--- config.mk ---
export PLATFORM = sky130hd
export DESIGN_NAME = int_alu_exec_stage_flat
export DESIGN_NICKNAME = d
export VERILOG_FILES = /design/src/rtl/int_alu_exec_stage_pkg.sv /design/src/rtl/int_alu_exec_stage_if.sv /design/src/rtl/int_alu_exec_stage_shifter.sv /design/src/rtl/int_alu_exec_stage.sv /design/src/flat_wrapper.sv
export SDC_FILE = /design/constraint.sdc
export NUM_CORES = 1
export LEC_CHECK = 0
export ABC_AREA = 1
export CAP_MARGIN = 20
export CORE_ASPECT_RATIO = 0.8
export CORE_MARGIN = 2
export CORE_UTILIZATION = 45
export CTS_CLUSTER_SIZE = 12
export DETAILED_ROUTE_END_ITERATION = 10
export PLACE_DENSITY = 0.63
export SYNTH_ARGS = -nofsm -noshare
export SYNTH_HDL_FRONTEND = slang
export SYNTH_SLANG_ARGS = --single-unit
--- constraint.sdc ---
create_clock -name clk -period 3.51 [get_ports clk]
set_clock_uncertainty 0.2 [all_clocks]
set_input_delay 0.702 -clock clk [delete_from_list [all_inputs] [get_ports clk]]
set_output_delay 0.702 -clock clk [all_outputs]
set_load 0.02 [all_outputs]
--- src/rtl/int_alu_exec_stage_pkg.sv ---
// -----------------------------------------------------------------------------
// alu_pkg
// Shared definitions for the integer ALU execute stage: opcode encoding,
// execute-FSM state type and the shift-opcode helper.
// -----------------------------------------------------------------------------
package alu_pkg;

    localparam int ALU_OP_W = 4;

    // Codes 10..15 are unassigned and flagged illegal by the execute stage.
    typedef enum logic [ALU_OP_W-1:0] {
        ALU_ADD  = 4'd0,
        ALU_SUB  = 4'd1,
        ALU_SLT  = 4'd2,
        ALU_SLTU = 4'd3,
        ALU_AND  = 4'd4,
        ALU_OR   = 4'd5,
        ALU_XOR  = 4'd6,
        ALU_SLL  = 4'd7,
        ALU_SRL  = 4'd8,
        ALU_SRA  = 4'd9
    } alu_op_t;

    typedef enum logic {
        IDLE  = 1'b0,
        SHIFT = 1'b1
    } exec_state_t;

    function automatic logic is_shift_op(input alu_op_t op);
        return op inside {ALU_SLL, ALU_SRL, ALU_SRA};
    endfunction

endpackage

--- src/rtl/int_alu_exec_stage_if.sv ---
// -----------------------------------------------------------------------------
// int_alu_exec_stage_if
// Issue-side and writeback-side handshake bundle of the execute stage.
//   master : upstream/downstream environment (drives operation, out_ready)
//   slave  : execute stage (drives in_ready and the result register)
// Signals: in_valid/in_ready/in_op/in_a/in_b/in_tag,
//          out_valid/out_ready/out_result/out_tag/out_illegal
// -----------------------------------------------------------------------------
interface int_alu_exec_stage_if
    import alu_pkg::*;
#(
    parameter int N     = 32,
    parameter int TAG_W = 5
) ();

    logic                in_valid;
    logic                in_ready;
    logic [ALU_OP_W-1:0] in_op;
    logic [N-1:0]        in_a;
    logic [N-1:0]        in_b;
    logic [TAG_W-1:0]    in_tag;
    logic                out_valid;
    logic                out_ready;
    logic [N-1:0]        out_result;
    logic [TAG_W-1:0]    out_tag;
    logic                out_illegal;

    modport master (
        output in_valid, in_op, in_a, in_b, in_tag, out_ready,
        input  in_ready, out_valid, out_result, out_tag, out_illegal
    );

    modport slave (
        input  in_valid, in_op, in_a, in_b, in_tag, out_ready,
        output in_ready, out_valid, out_result, out_tag, out_illegal
    );

endinterface

--- src/rtl/int_alu_exec_stage_shifter.sv ---
// -----------------------------------------------------------------------------
// int_serial_shifter
// One-bit-per-cycle shifter for SLL/SRL/SRA.
// Ports:
//   clk, rst    : clock, asynchronous active-high reset
//   i_start     : load operand/shamt/op (shamt must be non-zero)
//   i_operand   : value to shift
//   i_shamt     : shift amount
//   i_op        : ALU_SLL / ALU_SRL / ALU_SRA
//   o_busy      : a shift is in progress
//   o_done      : final step this cycle; o_result is the finished value
//   o_result    : working register shifted by one more bit
// -----------------------------------------------------------------------------
module int_serial_shifter
    import alu_pkg::*;
#(
    parameter int N = 32
) (
    input  logic                 clk,
    input  logic                 rst,
    input  logic                 i_start,
    input  logic [N-1:0]         i_operand,
    input  logic [$clog2(N)-1:0] i_shamt,
    input  alu_op_t              i_op,
    output logic                 o_busy,
    output logic                 o_done,
    output logic [N-1:0]         o_result
);
    localparam int SH_W = $clog2(N);

    logic [N-1:0]    r_work;
    logic [SH_W-1:0] r_count;
    alu_op_t         r_op;

    assign o_busy = (r_count != '0);
    // The owner captures o_result on the step where one bit remains.
    assign o_done = (r_count == SH_W'(1));

    // NOTE: every combinational output gets a default first so no path
    // through the case leaves it unassigned and infers a latch.
    always_comb begin
        o_result = r_work;
        case (r_op)
            ALU_SLL: o_result = {r_work[N-2:0], 1'b0};
            ALU_SRL: o_result = {1'b0, r_work[N-1:1]};
            ALU_SRA: o_result = {r_work[N-1], r_work[N-1:1]};
            default: o_result = r_work;
        endcase
    end

    // NOTE: state is updated with non-blocking assignments so every register
    // samples pre-edge values regardless of statement order.
    always_ff @(posedge clk or posedge rst) begin
        if (rst) begin
            r_work  <= '0;
            r_count <= '0;
            r_op    <= ALU_ADD;
        end else if (i_start) begin
            r_work  <= i_operand;
            r_count <= i_shamt;
            r_op    <= i_op;
        end else if (o_busy) begin
            r_work  <= o_result;
            r_count <= r_count - SH_W'(1);
        end
    end

endmodule

--- src/rtl/int_alu_exec_stage.sv ---
// -----------------------------------------------------------------------------
// int_alu_exec_stage
// Integer execute stage: ADD/SUB/SLT/SLTU/AND/OR/XOR in one cycle, shifts
// either iteratively (default) or through a barrel shifter, result held in
// an output register until writeback takes it.
// Ports:
//   clk  : clock
//   rst  : asynchronous active-high reset
//   bus  : int_alu_exec_stage_if.slave (issue + writeback handshakes)
// Build option:
//   ALU_BARREL_SHIFT_EN : single-cycle barrel shifts, no SHIFT state.
// -----------------------------------------------------------------------------
module int_alu_exec_stage
    import alu_pkg::*;
#(
    parameter int N     = 32,
    parameter int TAG_W = 5
) (
    input logic                 clk,
    input logic                 rst,
    int_alu_exec_stage_if.slave bus
);
    localparam int SH_W = $clog2(N);

    alu_op_t          w_op;
    logic [SH_W-1:0]  w_shamt;
    logic             w_accept;
    logic [N-1:0]     w_alu_result;
    logic             w_illegal;

    logic             r_out_valid;
    logic [N-1:0]     r_out_result;
    logic [TAG_W-1:0] r_out_tag;
    logic             r_out_illegal;

    assign w_op     = alu_op_t'(bus.in_op);
    assign w_shamt  = bus.in_b[SH_W-1:0];
    assign w_accept = bus.in_valid && bus.in_ready;

    assign bus.out_valid   = r_out_valid;
    assign bus.out_result  = r_out_result;
    assign bus.out_tag     = r_out_tag;
    assign bus.out_illegal = r_out_illegal;

    always_comb begin
        w_alu_result = '0;
        w_illegal    = 1'b0;
        case (w_op)
            ALU_ADD:  w_alu_result = bus.in_a + bus.in_b;
            ALU_SUB:  w_alu_result = bus.in_a - bus.in_b;
            ALU_SLT:  w_alu_result = {{(N-1){1'b0}}, ($signed(bus.in_a) < $signed(bus.in_b))};
            ALU_SLTU: w_alu_result = {{(N-1){1'b0}}, (bus.in_a < bus.in_b)};
            ALU_AND:  w_alu_result = bus.in_a & bus.in_b;
            ALU_OR:   w_alu_result = bus.in_a | bus.in_b;
            ALU_XOR:  w_alu_result = bus.in_a ^ bus.in_b;
`ifdef ALU_BARREL_SHIFT_EN
            ALU_SLL:  w_alu_result = bus.in_a << w_shamt;
            ALU_SRL:  w_alu_result = bus.in_a >> w_shamt;
            ALU_SRA:  w_alu_result = $unsigned($signed(bus.in_a) >>> w_shamt);
`else
            // Only shamt==0 shifts complete here; the rest go to the shifter.
            ALU_SLL, ALU_SRL, ALU_SRA: w_alu_result = bus.in_a;
`endif
            default:  w_illegal = 1'b1;
        endcase
    end

`ifdef ALU_BARREL_SHIFT_EN

    assign bus.in_ready = !r_out_valid || bus.out_ready;

    always_ff @(posedge clk or posedge rst) begin
        if (rst) begin
            r_out_valid   <= 1'b0;
            r_out_result  <= '0;
            r_out_tag     <= '0;
            r_out_illegal <= 1'b0;
        end else if (w_accept) begin
            r_out_valid   <= 1'b1;
            r_out_result  <= w_alu_result;
            r_out_tag     <= bus.in_tag;
            r_out_illegal <= w_illegal;
        end else if (bus.out_ready) begin
            r_out_valid   <= 1'b0;
        end
    end

`else

    exec_state_t      r_state;
    logic [TAG_W-1:0] r_shift_tag;
    logic             w_start_shift;
    logic             w_shift_busy;
    logic             w_shift_done;
    logic [N-1:0]     w_shift_result;

    assign w_start_shift = w_accept && is_shift_op(w_op) && (w_shamt != '0);
    assign bus.in_ready  = (r_state == IDLE) && !w_shift_busy
                           && (!r_out_valid || bus.out_ready);

    int_serial_shifter #(.N(N)) u_shifter (
        .clk       (clk),
        .rst       (rst),
        .i_start   (w_start_shift),
        .i_operand (bus.in_a),
        .i_shamt   (w_shamt),
        .i_op      (w_op),
        .o_busy    (w_shift_busy),
        .o_done    (w_shift_done),
        .o_result  (w_shift_result)
    );

    always_ff @(posedge clk or posedge rst) begin
        if (rst) begin
            r_state       <= IDLE;
            r_shift_tag   <= '0;
            r_out_valid   <= 1'b0;
            r_out_result  <= '0;
            r_out_tag     <= '0;
            r_out_illegal <= 1'b0;
        end else begin
            // A later load in this block overrides the drain.
            if (r_out_valid && bus.out_ready) begin
                r_out_valid <= 1'b0;
            end
            case (r_state)
                IDLE: begin
                    if (w_start_shift) begin
                        r_shift_tag <= bus.in_tag;
                        r_state     <= SHIFT;
                    end else if (w_accept) begin
                        r_out_valid   <= 1'b1;
                        r_out_result  <= w_alu_result;
                        r_out_tag     <= bus.in_tag;
                        r_out_illegal <= w_illegal;
                    end
                end
                SHIFT: begin
                    // Output register is guaranteed empty: entry required it.
                    if (w_shift_done) begin
                        r_out_valid   <= 1'b1;
                        r_out_result  <= w_shift_result;
                        r_out_tag     <= r_shift_tag;
                        r_out_illegal <= 1'b0;
                        r_state       <= IDLE;
                    end
                end
                default: r_state <= IDLE;
            endcase
        end
    end

`endif

endmodule

--- src/flat_wrapper.sv ---
// flat-port wrapper written by rule: the top's interface ports become plain ports
module int_alu_exec_stage_flat import alu_pkg::*;
#(
    parameter int N     = 32,
    parameter int TAG_W = 5
)
  (clk, rst, bus_in_valid, bus_in_op, bus_in_a, bus_in_b, bus_in_tag, bus_out_ready, bus_in_ready, bus_out_valid, bus_out_result, bus_out_tag, bus_out_illegal);
  int_alu_exec_stage_if #(.N(N), .TAG_W(TAG_W)) bus_i ();
  input logic clk;
  input logic rst;
  input wire logic [$bits(bus_i.in_valid)-1:0] bus_in_valid;
  input wire logic [$bits(bus_i.in_op)-1:0] bus_in_op;
  input wire logic [$bits(bus_i.in_a)-1:0] bus_in_a;
  input wire logic [$bits(bus_i.in_b)-1:0] bus_in_b;
  input wire logic [$bits(bus_i.in_tag)-1:0] bus_in_tag;
  input wire logic [$bits(bus_i.out_ready)-1:0] bus_out_ready;
  output wire logic [$bits(bus_i.in_ready)-1:0] bus_in_ready;
  output wire logic [$bits(bus_i.out_valid)-1:0] bus_out_valid;
  output wire logic [$bits(bus_i.out_result)-1:0] bus_out_result;
  output wire logic [$bits(bus_i.out_tag)-1:0] bus_out_tag;
  output wire logic [$bits(bus_i.out_illegal)-1:0] bus_out_illegal;
  assign bus_i.in_valid = bus_in_valid;
  assign bus_i.in_op = bus_in_op;
  assign bus_i.in_a = bus_in_a;
  assign bus_i.in_b = bus_in_b;
  assign bus_i.in_tag = bus_in_tag;
  assign bus_i.out_ready = bus_out_ready;
  assign bus_in_ready = bus_i.in_ready;
  assign bus_out_valid = bus_i.out_valid;
  assign bus_out_result = bus_i.out_result;
  assign bus_out_tag = bus_i.out_tag;
  assign bus_out_illegal = bus_i.out_illegal;
  int_alu_exec_stage #(.N(N), .TAG_W(TAG_W)) u_core (.clk(clk), .rst(rst), .bus(bus_i));
endmodule
; ---- Word level (Yosys, flattened, before mapping)
; Index checks and enable logic that the tools add are counted.
[totals]
n_memories = 0
output_inout_bits = 40
mem_bits_rw = 0
ff_bits = 86
mem_bits_ro = 0
wordCells = 79
latchBits = 0
[classes]
n_eq_ne = 16
reduce_logical = 18
bitwise = 4
add_sub_neg = 3
shifts = 0
n_div = 0
order_cmp = 2
n_mul = 0
n_mux = 27
[ops]
columns = operator, n
row1 = $pmux 32 s8, 1
row2 = $mux 32, 5
row3 = $pmux 32 s3, 1
row4 = $lt 32x32->1, 2
row5 = $pmux 32 s2, 1
row6 = $add 32x32->32, 1
row7 = $and 32x32->32, 1
row8 = $or 32x32->32, 1
row9 = $sub 32x32->32, 1
row10 = $xor 32x32->32, 1
row11 = $mux 5, 5
row12 = $eq 4x3->1 const B, 5
row13 = $eq 4x4->1 const B, 4
row14 = $mux 1, 10
row15 = $pmux 5 s2, 1
row16 = $reduce_bool 5->1, 2
row17 = $reduce_or 10->1, 1
row18 = $eq 4x2->1 const B, 2
row19 = $logic_and 1x1->1, 6
row20 = $pmux 1 s2, 3
row21 = $eq 5x1->1 const B, 1
row22 = $sub 5x1->5 const B, 1
row23 = $eq 4x1->1 const B, 1
row24 = $logic_not 4->1, 1
row25 = other kinds (10), 12

; ---- Longest topological paths before layout
; Gate-level depths: netlist of run 1.
[depth]
ltp_word = 9
mapped_depth = 17

; ---- Modules after synthesis
; Synthesis of run 1 repeated with hierarchy kept, for this count alone.
[unflattened]
hier_cells = 1940
hier_area_um2 = 11747.5
[by_module_without_submodules]
columns = module, instances, area_per_inst_um2, cells_per_inst
row1 = int_alu_exec_stage, 1, 8638.3, 1530
row2 = int_serial_shifter, 1, 3109.2, 410

; ---- Worst setup path before layout of run 1
; No wires, ideal clock.
[synth_path]
path_type = input to register
startpoint = in bus_in_b[0]
endpoint = reg u_core.r_out_result[28] (netlist: u_core.bus.out_result[28])
path_buffers = 0
path_slack_ps = 962
cell_stages = 15
arrival_ps = 2271
path_cell_list = ha_1 fa_1 nand3_1 nand3_1 nand2_1 nand2_1 nand2_1 nand2_1 nand2_1 nand2_1 nand2_1 nand3_1 nand3_1 nand2_1 a21oi_1
[synth_via]
elab_chain_len = 5
[synth_lines]
columns = item, line
row1 = "start, declared", flat_wrapper.sv:14  ; input wire logic [$bits(bus_i.in_b)-1:0] bus_in_b;
row2 = $sub 32x32->32 / $add 32x32->32 (equally long branches), "int_alu_exec_stage.sv:50, int_alu_exec_stage.sv:49"
row3 = $pmux 32 s8, int_alu_exec_stage.sv:48  ; case (w_op)
row4 = $mux 32, int_alu_exec_stage.sv:131  ; end else if (w_accept) begin
row5 = $mux 32, int_alu_exec_stage.sv:128  ; if (w_start_shift) begin
row6 = $pmux 32 s2, int_alu_exec_stage.sv:126  ; case (r_state)
row7 = "end signal, assigned", int_alu_exec_stage.sv:133  ; r_out_result <= w_alu_result;
row8 = "end signal, assigned", int_alu_exec_stage.sv:142  ; r_out_result <= w_shift_result;
row9 = "end, declared", int_alu_exec_stage.sv:32  ; logic [N-1:0] r_out_result;
; Several ways; a longest one is shown, not always the timed one. The select of a mux whose other input is x is not followed.
; A chain may end at the register's enable or synchronous reset.

; ---- Final worst setup path of run 1
; Ends and elaborated chain as after synthesis.

==> flow_summary.json, run 1 <==
{
  "vias_per_cell": 5.51,
  "nets": 2195,
  "synth_top_cell_area_share_pct": 19.7,
  "rsz0062_at_grt": "no",
  "synthTopCellsByArea": "dfrtp_1 20%, nand2_1 19%, ha_1 12%",
  "synth_area_per_cell_um2": 5.99,
  "clk_latency_ps": 350,
  "end_kind": "flop",
  "finalCritPeriodShare_pct": 95.6,
  "fin_ws_ps": 153,
  "cts_max_path_buffers": 2,
  "synth_cell_types": 43,
  "timing.fmax_mhz": 298,
  "timing.hold.ws_ps": 283,
  "finalHoldViolations": 0,
  "crit_family": "simple AND/OR/NAND/NOR gates",
  "grt_max_degree": 66,
  "stdcell_count": 2327,
  "fp.dieH_um": 143,
  "gp_congestion": 1.06,
  "grt_remaining_overflow": 0,
  "antenna_found_initial": 0,
  "synthMuxAreaShare_pct": 0,
  "yosysSeqAreaShare_pct": 19.7,
  "dieArea_um2": 25500,
  "synth_simple_gate_area_share_pct": 34.6,
  "slowest_delay_ps": 540,
  "dp_hpwl_um": 35000,
  "dp_slack_ps": -217,
  "grt_pass1_vias": 12100,
  "synth_top_family_by_area": "simple AND/OR/NAND/NOR gates",
  "tritoncts": "built",
  "grt_pass1_wl_um": 67800,
  "cp_num_buf_inv": 1,
  "crit_path_cell_trace": "clkdlybuf4s50_1, ha_2, fa_1, nand3_1, nand3_1, nand2_1, nand2_1, nand2_1, nand2_1, nand2_1, nand2_1, nand2_1, nand3_1, nand3_1, nand2_1, a21oi_1",
  "drc": 0,
  "crit_fanout": 5,
  "root_buffer": "clkbuf_16",
  "clk_pin_slew_worst_paths_ps": 60,
  "synth_area_leader_cell": "dfrtp_1",
  "tightestPinTransition_ps": 831,
  "clock_sinks": 86,
  "n_antenna_cell": 0,
  "post_cts_buffers": 0,
  "wl_per_cell_um": 18.9,
  "coreArea_um2": 23600,
  "cp-start-kind": "input port",
  "path_class": "in2reg",
  "syn_inst": 1819,
  "syn_to_final_growth_pct": 24.2,
  "antenna_left": 0,
  "portBuffers": 116,
  "die_w_um": 178,
  "drt_wl_total_um": 44000,
  "p_leak_nw": 7.21,
  "start_util_pct": 46.2,
  "synth_xor_area_share_pct": 0.723,
  "irDropWorstVdd_mv": 0.382,
  "crit_arrival_ps": 3430,
  "synth_fa_ha_area_share_pct": 12.4,
  "cts_buffers": 9,
  "p_per_area_nw_per_um2": 526,
  "drt_iter0_drc": 1387,
  "rows": 50,
  "htreeDepth": 3,
  "hold_class": "reg2reg",
  "drive_gt1_share_pct": 9.18,
  "slew_headroom_pct": 44.5,
  "synth-seq-cells": 86,
  "min_period_ps": 3360,
  "ys_warn_count": 0,
  "slowest_stage": "clkdlybuf4s50_1",
  "syn-num-nets": 2003,
  "vias": 12800,
  "maxCapViolations": 0,
  "slew_viol_final": 0,
  "synth-compound-area-share_pct": 17.7,
  "path_common_cell": "nand2_1",
  "required_ps": 3590,
  "n_fill_cell": 2396,
  "ios": 117,
  "grt.total_usage_pct": 34.9,
  "outcome": "finished, final reports clean",
  "netlist_area_um2": 10900,
  "drtPass1Iterations": 8,
  "setup_viol": 0,
  "dp.cells": 2312
}
## power breakdown
part	leakage [nW]	internal, W	total, W	switching [W]
sequential	1.05	0.00147	0.00180	0.000337
clock	0.186	0.000837	0.00126	0.000427
combinational	5.97	0.00154	0.00405	0.00251
## flip-flops by register name (all words and copies together) (netlist names)
signal / count
u_core.r_shift_tag: 5
u_core.bus.out_tag: 5
u_core.bus.out_illegal: 1
u_core.r_state: 1
u_core.bus.out_valid: 1
u_core.u_shifter.r_count: 5
u_core.u_shifter.r_work: 32
u_core.u_shifter.r_op: 4
u_core.bus.out_result: 32
## per-stage QoR
stage / utilization (%) / instance area, um2 / power [W] / TNS [ps]
finish: 57.4 / 13500 / 0.00712 / 0
global route: 57.4 / 13500 / 0.00760 / 0
CTS: 57.4 / 13500 / 0.00708 / 0
detailed placement: 55.7 / 13100 / 0.00580 / -875
global placement: 55.7 / 13100 / 0.00573 / -382
floorplan: - / 10900 / 0.00430 / 0
## worst paths after layout
check | endpoint | cells past startpoint | start | slack (ps)
max in group asynchronous | u_core.u_shifter.r_op[1] | 3 | rst | 1860
max | u_core.bus.out_result[28] | 16 | bus_in_b[0] | 150
min | u_core.r_shift_tag[4] | 2 | u_core.r_shift_tag[4] | 280
min in group asynchronous | u_core.r_state | 2 | rst | 530
max reg2reg | u_core.bus.out_tag[4] | 9 | u_core.u_shifter.r_count[0] | 1010
min reg2reg | u_core.r_shift_tag[4] | 2 | u_core.r_shift_tag[4] | 280
## cells by family after synthesis
group                    count (synthesis)
AO/OA/AOI/OAI                          300
AND/OR/NAND/NOR                        914
XOR/XNOR                                 9
buffers and inverters                  403
flip-flops                              86
adder cells (fa/ha/maj)                107
## per-layer routing
metal  vias to the layer above  track usage, %  part of all wire [%]  wire length [um]
li1                       6204               -                     -                 -
met5                         -               0                     0                 0
met2                       602            55.1                    43             19000
met1                      5913            47.7                    44             19400
met4                         0            12.8                   3.9              1730
met3                        96            6.12                   8.8              3870
## worst register-to-register path: stages, from the launching register on
cell and delay, ps:
dfrtp_1 430, inv_1 80, ha_1 240, nand3_4 180
nor3b_4 310, nor2_2 80, nor2_4 160, buf_4 460
nor2_1 130, a31oi_2 160
## cells in the final DEF (no fill, tap or decap), types with 3 or more instances in the layout
cell type	Yosys	routed
nand2_1	543	543
inv_1	323	322
nor2_1	188	188
nand3_1	136	136
buf_4	3	131
clkdlybuf4s50_1	0	116
a21oi_1	107	107
ha_1	105	104
dfrtp_1	86	86
o22ai_1	66	66
o21ai_0	37	37
o221ai_1	35	35
a221oi_1	24	24
nor3_1	13	13
nand4_1	12	12
o21bai_1	10	10
clkbuf_16	0	9
xor2_1	7	7
inv_2	6	6
a31oi_2	5	5
o211ai_1	5	5
bufinv_16	0	5
nor2_4	4	4
nand2_2	4	4
and3_1	4	4
o21ai_2	4	4
buf_12	0	4
clkinv_1	3	3
## synthesized netlist by cell type, drive strengths merged
cell type and n:
a2111oi 1, a21oi 108, a221oi 24, a22oi 1, a31oi 5, and2 2
and3 4, buf 43, clkbuf 27, clkinv 3, dfrtp 86, fa 2
ha 105, inv 330, nand2 547, nand3 140, nand4 12, nor2 194
nor3 13, nor3b 1, nor4 1, o2111ai 1, o211ai 5, o21ai 42
o21bai 10, o221ai 35, o22ai 66, o31ai 2, xnor2 2, xor2 7
## final cells by class
type	count	area, um2	share of cell area, %
well taps	312	390	2.88
clock buffers	9	225	1.66
flip-flops and latches	86	2150	15.9
clock inverters	6	159	1.17
multi-input cells	1330	7130	52.7
repair buffers	251	2220	16.4
inverters	333	1250	9.26
## repair_timing
item	4_1_cts	5_1_grt
resized for setup	0	1
endpoints found under the setup margin	0	3
hold buffers	0	0
(Power assumes the default switching activity.)
==> run 2: changes to the inputs <==
Settings changed: GPL_ROUTABILITY_DRIVEN set to 0.
==> run 2 against run 1 <==
  * Sequential cell count unchanged
  * Worst hold slack lost 4.8 ps
  * Power decreased by 4.4%
  * Sequential power is essentially flat
  * Via count increased by 0.37%
  * Clock power decreased by 17%
  * Utilization fell by 1.1 points
  * Wire length down 4.1%
  * Combinational power fell by 2%
  * Clock-buffer cell count did not move
  * Largest cell class unchanged
  * Highest routed layer unchanged
==> flow_summary.json, run 2 (synthesis results as in run 1) <==
{
  "combPwrFrac_pct": 58.3,
  "rsz0062_at_grt": "no",
  "pwr-share-seq_pct": 26.5,
  "finalHoldViolations": 0,
  "antenna_left": 0,
  "vias": 12900,
  "cp-start-kind": "input port",
  "required_ps": 3580,
  "netSwitchingFraction_pct": 48.2,
  "p_int_w": 0.00353,
  "die_w_um": 178,
  "dp_slack_ps": -89.2,
  "grt_max_degree": 66,
  "drtPass1Iterations": 6,
  "fin_util_pct": 56.3,
  "coreArea_um2": 23600,
  "dieArea_um2": 25500,
  "crit_arrival_ps": 3340,
  "n_fill_cell": 2453,
  "syn_to_final_growth_pct": 21.8,
  "dp.cells": 2290,
  "antenna_found_initial": 0,
  "stdcell_count": 2306,
  "vias_per_cell": 5.58,
  "drc": 0,
  "hold_class": "reg2reg",
  "dp_hpwl_um": 33500,
  "p_clk_share_pct": 15.2,
  "p_per_area_nw_per_um2": 513,
  "n_antenna_cell": 0,
  "irDropWorstVdd_mv": 0.362,
  "post_cts_buffers": 0,
  "clock_sinks": 86,
  "finalInstanceArea_um2": 13300,
  "crit_fanout": 5,
  "power.net_switching_w": 0.00328,
  "slew_viol_final": 0,
  "drt_wl_total_um": 42200,
  "tightestPinTransition_ps": 769,
  "grt.total_usage_pct": 33.3,
  "timing.fmax_mhz": 305,
  "htreeDepth": 3,
  "tritoncts": "built",
  "maxCapViolations": 0,
  "cts_resized": 0,
  "end_kind": "flop",
  "nets": 2173,
  "setup_viol": 0,
  "cts_max_path_buffers": 2,
  "layout_commonest_cell": "nand2_1",
  "cts_buffers": 9,
  "root_buffer": "clkbuf_16",
  "grt_remaining_overflow": 0,
  "outcome": "finished, final reports clean",
  "portBuffers": 116,
  "min_period_ps": 3270,
  "drive_gt1_share_pct": 8.22,
  "start_util_pct": 46.2,
  "finalCritPeriodShare_pct": 93.3,
  "wl_per_cell_um": 18.3,
  "ctsHoldBuffers": 0,
  "fin_ws_ps": 237,
  "placed_area_um2": 13000,
  "grt_pass1_wl_um": 65500,
  "layout_common_cells": "543 x nand2_1, 322 x inv_1, 188 x nor2_1",
  "path_class": "in2reg",
  "fp.dieH_um": 143,
  "rows": 50,
  "drt_iter0_drc": 1675,
  "tns_ps": 0,
  "grt_pass1_vias": 11900,
  "clk_pin_slew_worst_paths_ps": 70,
  "p_leak_nw": 7.07,
  "clk_latency_ps": 350,
  "ios": 117,
  "slew_headroom_pct": 48.7
}
## run 2: cell count changes in the layout (fill, tap and decap cells not counted), moves of 2 or more
| cell | before | now |
|---|---|---|
| buf_4 | 131 | 111 |
| buf_12 | 4 | 2 |
| inv_6 | 0 | 5 |
| bufinv_16 | 5 | 1 |
## run 2: worst paths after layout
path                                             startpoint                           to  slack [ps]  depth (start not counted)
max in group asynchronous                               rst  u_core.u_shifter.r_count[2]        1830                          3
worst max-delay path                            bus_in_b[0]    u_core.bus.out_result[28]         240                         16
min in group asynchronous                               rst    u_core.bus.out_result[30]         430                          2
worst min-delay path               u_core.bus.out_result[2]     u_core.bus.out_result[2]         280                          2
worst max register to register  u_core.u_shifter.r_count[0]         u_core.bus.out_valid         940                         10
worst min register to register     u_core.bus.out_result[2]     u_core.bus.out_result[2]         280                          2
## run 2: area by class of cell
cell class	count	area (um2)	share of cell area [%]
Multi-Input combinational cell	1330	7130	53.7
Sequential cell	86	2150	16.2
Timing Repair Buffer	229	2030	15.3
Inverter	333	1250	9.45
Tap cell	312	390	2.94
Clock buffer	9	225	1.70
Clock inverter	7	85.1	0.641
## run 2: stage by stage
step	power, W	hold slack, ps
5_1_grt	0.00729	298
6_report	0.00681	279
2_1_floorplan	0.00430	249
4_1_cts	0.00676	282
3_5_place_dp	0.00571	264
3_3_place_gp	0.00566	262
## run 2: routing by layer
layer | share of wire (%) | up-vias | track usage, % | wire [um]
li1 | - | 6155 | - | -
met1 | 44 | 5892 | 48.2 | 18700
met2 | 43 | 728 | 51.0 | 18000
met3 | 9.7 | 88 | 3.97 | 4090
met4 | 3.4 | 0 | 11.0 | 1440
met5 | 0 | - | 0 | 0
## run 2: power groups by stage
stage	Clock (W)	Combinational (W)	Sequential, W
5_1_grt	0.00109	0.00435	0.00185
4_1_cts	0.00104	0.00392	0.00180
6_report	0.00104	0.00397	0.00180
3_5_place_dp	0	0.00390	0.00181
3_3_place_gp	0	0.00385	0.00181
2_1_floorplan	0	0.00233	0.00196
## run 2: critical path: stages
cell and delay (ps):
clkdlybuf4s50_1 500, ha_1 280, fa_1 440, nand3_1 140, nand3_2 130, nand2_1 90, nand2_1 160, nand2_1 100
nand2_1 120, nand2_1 130, nand2_1 60, nand2_1 60, nand3_1 60, nand3_1 140, nand2_1 70, a21oi_1 150
